==> config.mk <==
export PLATFORM = sky130hd
export DESIGN_NAME = direction_accumulator
export DESIGN_NICKNAME = d
export VERILOG_FILES = /design/src/rtl/direction_accumulator.sv
export SDC_FILE = /design/constraint.sdc
export NUM_CORES = 2
export LEC_CHECK = 0
export ABC_CLOCK_PERIOD_IN_PS = 10830
export CORE_MARGIN = 8
export CORE_UTILIZATION = 35
export DETAILED_ROUTE_END_ITERATION = 8
export PLACE_DENSITY_LB_ADDON = 0.08
export SKIP_LAST_GASP = 1
export SYNTH_ARGS = -nofsm -noshare
export SYNTH_HDL_FRONTEND = slang
export SYNTH_SLANG_ARGS = --single-unit
==> constraint.sdc <==
create_clock -name clk_in -period 10.83 [get_ports clk_in]
set_clock_uncertainty 0.05 [all_clocks]
set_input_delay 2.166 -clock clk_in [delete_from_list [all_inputs] [get_ports clk_in]]
set_output_delay 2.166 -clock clk_in [all_outputs]
set_load 0.02 [all_outputs]
==> src/rtl/direction_accumulator.sv <==
// direction_accumulator
// Sequential direction estimator for one frequency bin. Each peripheral
// microphone's phase is compared with the central microphone's phase. The
// difference is wrapped into [-pi, +pi] and weighted by that microphone's
// (x, y) location. A single multiply-accumulate lane processes one
// microphone per cycle. The sums are scaled down, saturated and presented
// with a valid/ready handshake.
//
// State table:
//   IDLE | ready_in high, waiting for an input bundle
//   CALC | one microphone per cycle: wrap difference, accumulate x/y
//   SAT  | shift and clamp accumulators, register result
//   OUT  | hold result with valid_out high until ready_out
//
// Ports:
//   clk_in, rst_n_in        clock, async active-low reset
//   valid_in / ready_in     input handshake (ready_in only in IDLE)
//   central_mic             {phase[H-1:0], magnitude[H-1:0]}
//   peripheral_mics         N samples, mic i at [i*DW +: DW]
//   mic_locations           N signed (x, y) pairs:
//                           x_i at [(2i)*H +: H], y_i at [(2i+1)*H +: H]
//   mag_threshold_in        confidence threshold on the central magnitude
//   valid_out / ready_out   output handshake
//   vector_out              {x[H-1:0], y[H-1:0]}, saturated
//   phase_differences_out   N wrapped differences, entry i at [i*(H+1) +: H+1]
//   confident_out           central magnitude >= threshold
module direction_accumulator #(
    parameter int                        PERIPHERAL_MICS = 3,
    parameter int                        DATA_WIDTH      = 32,
    parameter logic [DATA_WIDTH/2-1:0]   PI_Q            = 16'h6488,
    parameter int                        OUT_SHIFT       = 3
) (
    input  logic                                            clk_in,
    input  logic                                            rst_n_in,
    input  logic                                            valid_in,
    output logic                                            ready_in,
    input  logic [DATA_WIDTH-1:0]                           central_mic,
    input  logic [PERIPHERAL_MICS*DATA_WIDTH-1:0]           peripheral_mics,
    input  logic [2*PERIPHERAL_MICS*(DATA_WIDTH/2)-1:0]     mic_locations,
    input  logic [DATA_WIDTH/2-1:0]                         mag_threshold_in,
    output logic                                            valid_out,
    input  logic                                            ready_out,
    output logic [DATA_WIDTH-1:0]                           vector_out,
    output logic [PERIPHERAL_MICS*(DATA_WIDTH/2+1)-1:0]     phase_differences_out,
    output logic                                            confident_out
);

    localparam int N     = PERIPHERAL_MICS;
    localparam int H     = DATA_WIDTH / 2;
    localparam int PW    = H + 1;
    localparam int ACC_W = 2*H + 1 + $clog2(N + 1);
    localparam int IDX_W = (N > 1) ? $clog2(N) : 1;

    localparam logic signed [PW-1:0]    PI_P     = {1'b0, PI_Q};
    localparam logic signed [PW-1:0]    TWO_PI   = {PI_Q, 1'b0};
    localparam logic signed [ACC_W-1:0] SAT_MAX  = {{(ACC_W-H+1){1'b0}}, {(H-1){1'b1}}};
    localparam logic signed [ACC_W-1:0] SAT_MIN  = ~SAT_MAX;

    typedef enum logic [1:0] {
        S_IDLE = 2'd0,
        S_CALC = 2'd1,
        S_SAT  = 2'd2,
        S_OUT  = 2'd3
    } state_t;

    state_t                    r_state;
    state_t                    w_next_state;

    logic [H-1:0]              r_c_phase;
    logic [H-1:0]              r_c_mag;
    logic [N*H-1:0]            r_p_phase;
    logic [H-1:0]              r_thresh;
    logic [IDX_W-1:0]          r_idx;
    logic signed [ACC_W-1:0]   r_acc_x;
    logic signed [ACC_W-1:0]   r_acc_y;
    logic [DATA_WIDTH-1:0]     r_vector;
    logic [N*PW-1:0]           r_pd;
    logic                      r_conf;
    logic                      r_valid;

    logic [H-1:0]              w_p_phase;
    logic signed [H-1:0]       w_loc_x;
    logic signed [H-1:0]       w_loc_y;
    logic signed [PW-1:0]      w_diff_raw;
    logic signed [PW-1:0]      w_d;
    logic signed [ACC_W-1:0]   w_d_ext;
    logic signed [ACC_W-1:0]   w_prod_x;
    logic signed [ACC_W-1:0]   w_prod_y;
    logic signed [ACC_W-1:0]   w_sx;
    logic signed [ACC_W-1:0]   w_sy;
    logic                      w_last;

    function automatic logic [H-1:0] clamp(input logic signed [ACC_W-1:0] v);
        logic signed [ACC_W-1:0] c;
        if (v > SAT_MAX)
            c = SAT_MAX;
        else if (v < SAT_MIN)
            c = SAT_MIN;
        else
            c = v;
        return c[H-1:0];
    endfunction

    always_ff @(posedge clk_in or negedge rst_n_in) begin
        if (!rst_n_in)
            r_state <= S_IDLE;
        else
            r_state <= w_next_state;
    end

    assign w_last = (r_idx == IDX_W'(N - 1));

    always_comb begin
        w_next_state = r_state;
        case (r_state)
            S_IDLE: if (valid_in) w_next_state = S_CALC;
            S_CALC: if (w_last)   w_next_state = S_SAT;
            S_SAT:                w_next_state = S_OUT;
            S_OUT:  if (ready_out) w_next_state = S_IDLE;
            default:              w_next_state = S_IDLE;
        endcase
    end

    // Select the current microphone's captured phase and live location.
    always_comb begin
        w_p_phase = '0;
        w_loc_x   = '0;
        w_loc_y   = '0;
        for (int i = 0; i < N; i++) begin
            if (r_idx == IDX_W'(i)) begin
                w_p_phase = r_p_phase[i*H +: H];
                w_loc_x   = mic_locations[(2*i)*H +: H];
                w_loc_y   = mic_locations[(2*i+1)*H +: H];
            end
        end
    end

    // One extra bit holds any difference of two H-bit phases; a single
    // wrap brings it back inside [-pi, +pi], with exactly +/-pi left alone.
    always_comb begin
        w_diff_raw = $signed({w_p_phase[H-1], w_p_phase}) - $signed({r_c_phase[H-1], r_c_phase});
        if (w_diff_raw > PI_P)
            w_d = w_diff_raw - TWO_PI;
        else if (w_diff_raw < -PI_P)
            w_d = w_diff_raw + TWO_PI;
        else
            w_d = w_diff_raw;
    end

    assign w_d_ext  = ACC_W'(w_d);
    assign w_prod_x = w_d_ext * ACC_W'(w_loc_x);
    assign w_prod_y = w_d_ext * ACC_W'(w_loc_y);
    assign w_sx     = r_acc_x >>> OUT_SHIFT;
    assign w_sy     = r_acc_y >>> OUT_SHIFT;

    always_ff @(posedge clk_in or negedge rst_n_in) begin
        if (!rst_n_in) begin
            r_c_phase <= '0;
            r_c_mag   <= '0;
            r_p_phase <= '0;
            r_thresh  <= '0;
            r_idx     <= '0;
            r_acc_x   <= '0;
            r_acc_y   <= '0;
            r_vector  <= '0;
            r_pd      <= '0;
            r_conf    <= 1'b0;
            r_valid   <= 1'b0;
        end else begin
            case (r_state)
                S_IDLE: begin
                    if (valid_in) begin
                        r_c_phase <= central_mic[DATA_WIDTH-1:H];
                        r_c_mag   <= central_mic[H-1:0];
                        for (int i = 0; i < N; i++)
                            r_p_phase[i*H +: H] <= peripheral_mics[i*DATA_WIDTH + H +: H];
                        r_thresh  <= mag_threshold_in;
                        r_acc_x   <= '0;
                        r_acc_y   <= '0;
                        r_idx     <= '0;
                    end
                end
                S_CALC: begin
                    for (int i = 0; i < N; i++)
                        if (r_idx == IDX_W'(i))
                            r_pd[i*PW +: PW] <= w_d;
                    r_acc_x <= r_acc_x + w_prod_x;
                    r_acc_y <= r_acc_y + w_prod_y;
                    r_idx   <= r_idx + 1'b1;
                end
                S_SAT: begin
                    r_vector <= {clamp(w_sx), clamp(w_sy)};
                    r_conf   <= (r_c_mag >= r_thresh);
                    r_valid  <= 1'b1;
                end
                S_OUT: begin
                    if (ready_out)
                        r_valid <= 1'b0;
                end
                default: r_valid <= 1'b0;
            endcase
        end
    end

    assign ready_in              = (r_state == S_IDLE);
    assign valid_out             = r_valid;
    assign vector_out            = r_vector;
    assign phase_differences_out = r_pd;
    assign confident_out         = r_conf;

endmodule
==> results.tsv <==
stage	metric	value	unit
placed_design	post-place instance area	0.0430	mm²
yosys	Cell Area, Synth	0.0359	mm²
sta	fin. max-slew vios	0	
cells_and_area	FF+latch area	0.00638	mm²
global_routing	Total GRT Usage	0.196	
global_routing	global-route wire length before repair	172000	µm
yosys	Mean Syn Cell Area	9.25	µm²
cells_and_area	area of the multi-input gates	0.0264	mm²
yosys	count leader, synth	inv_1	
clock_tree	clock transition at the registers of the reported paths	0.06	ns
critical_path	crit path max-delay cell type	fa_1	
sta	fmax	96.4	MHz
yosys	top_reg_cell synth	dfrtp_1	
critical_path	crit path capture type	flip-flop	
global_routing	global route total overflow	0	
drt	first drt pass iteration count	6	
placed_design	RD Place Congestion	0.824	
clock_tree	htree depth	2	
cells_and_area	P&R area growth vs syn	24.4	%
drt	DR vias/cell	4.73	
yosys	post-synth net total	5018	
yosys	Synth async-reset ratio	1.00	
critical_path	Worst EP required	11.25	ns
global_routing	initial antenna violation count	2	
yosys	synthesis-stage register bit count	255	
sta	Slew @ Worst Pin	1.11	ns
cells_and_area	post-layout instance area	0.0447	mm²
cells_and_area	fillcell total	10200	
critical_path	kind of critical path	flip-flop to flip-flop	
drt	DR iter-0 viols	1271	
clock_tree	clock latency on the worst-skew pair	0.59	ns
drt	Antenna Nets Post-Route	0	
sta	final hold violations	0	
sta	final setup TNS	0	ns
die	CORE AREA	0.102	mm²
drt	WL final	108000	µm
yosys	top cell type's share of synthesized area	0.357	
placed_design	port buffer count	281	
yosys	EDFF count, synth	0	
yosys	Cell variety after synth	84	
clock_tree	CTS root buf	clkbuf_16	
sta	Setup Viol. Count Final	0	
drt	vias after detailed routing	27500	
drt	DR WL/cell	18.5	µm
cells_and_area	share of cells above drive strength 1	0.145	
clock_tree	hold_buf cts	0	
global_routing	vias in the first global route	29700	
hold_path	Hold Path Class	flip-flop to flip-flop	
die	Die ar.	0.113	mm²
yosys	dominant cells by area after synthesis	fa_1 36%, dfrtp_1 18%, ha_1 8.7%, inv_1 8.6%, nand2_1 5.0%	
clock_tree	clock buffer depth	3	
global_routing	largest net degree at the start of global routing	87	
cells_and_area	Final Net Count	5553	
critical_path	Largest stage delay, worst path	0.54	ns
placed_design	DP HPWL	87800	µm
clock_tree	CTS tree	done	
run	max cap viols	0	
status	run status	completed	
sta	hold slack	0.426	ns
clock_tree	CTS Buf Count	36	
drt	# DRC	0	
clock_tree	# clock sinks	255	
yosys	Yosys top cell by area	fa_1	
yosys	YS warnings	0	
sta	clock period minus worst slack	10.38	ns
yosys	synthesized instance count	3883	
critical_path	critical path peak fanout	10	
die	Die Wd	336	µm
sta	relative slew slack	0.261	
critical_path	Arr. time, crit path	10.80	ns
yosys	Commonest cells post-synth	824 x inv_1, 641 x fa_1, 483 x nand2_1	
die	initial core utilization	0.353	
critical_path	Startpoint Class	flip-flop	
die	die height	336	µm
sta	fin crit share	0.958	
die	# rows	117	
yosys	sequential area share after synthesis	0.178	
die	I/O pin cnt	330	
## logic make-up after synthesis
group / share of synthesized area
adders and majority gates: 0.444
DFF: 0.178
AOI/OAI and AO/OA: 0.0917
buffers and inverters: 0.104
and+or+nand+nor: 0.119
muxes: 0.0338
xor gates and xnor gates: 0.0302
## per-layer routing
metal / track usage / vias up / part of all wire
li1: - / 13000 / -
met1: 0.256 / 14000 / 0.43
met2: 0.340 / 418 / 0.50
met3: 0.0279 / 97 / 0.045
met4: 0.0493 / 0 / 0.025
met5: 0 / - / 0
## cell usage in the layout (no fill, tap or decap), drive strengths merged, types with 116 or more instances in the layout
cell	instances
dfrtp	255
nand2	483
nor2	351
ha	250
o21ai	186
a21oi	116
inv	825
buf	372
clkdlybuf4s50	280
fa	641
## registers in the layout (all words and copies together), names as in the netlist, 16 cells and up
signal / count
phase_differences_out: 51
r_acc_x: 35
r_acc_y: 35
r_c_mag: 16
r_c_phase: 16
r_p_phase: 48
r_thresh: 16
vector_out: 32
## final cells by class
type,count,share of cell area
Clock buffer,49,0.0226
Timing Repair Buffer,652,0.132
Inverter,824,0.0692
Tap cell,1368,0.0383
Antenna cell,2,0.000112
Clock inverter,13,0.00361
Sequential cell,255,0.143
Multi-Input combinational cell,2649,0.591
## stage by stage
step	setup slack [ns]	util	cells
6_report	0.452	0.439	5812
5_1_grt	-0.0390	0.439	5810
4_1_cts	0.00145	0.434	5795
3_5_place_dp	-0.224	0.422	5733
3_3_place_gp	-0.165	0.422	5733
2_1_floorplan	-0.00210	-	3883
## worst max-delay path: cells and delay by family (launching register included)
kind,cells,cell delay (ns)
adders and majority gates,10,4.02
buffers and inverters,14,1.62
and+or+nand+nor,6,0.88
AOI/OAI and AO/OA,15,3.05
DFF,1,0.40
xor gates and xnor gates,1,0.23
## what timing repair did
item	in CTS	in global routing
setup endpoints to repair	7	32
pin swaps	1	34
resized for setup	7	79
setup buffers	0	15
## worst paths after layout
| kind | from | to | slack, ns | cells after the start |
|---|---|---|---|---|
| worst max register to register | r_idx[1] | r_acc_y[33] | 0.45 | 46 |
| worst min-delay path | phase_differences_out[48] | phase_differences_out[48] | 0.43 | 2 |
| worst max-delay path | r_idx[1] | r_acc_y[33] | 0.45 | 46 |
| max in group asynchronous | rst_n_in | r_p_phase[20] | 7.02 | 3 |
| worst min register to register | phase_differences_out[48] | phase_differences_out[48] | 0.43 | 2 |
| min in group asynchronous | rst_n_in | phase_differences_out[3] | 1.58 | 1 |
Power is not shown: default switching activity piles up to over one toggle a cycle in this logic, so the estimate is an artifact.
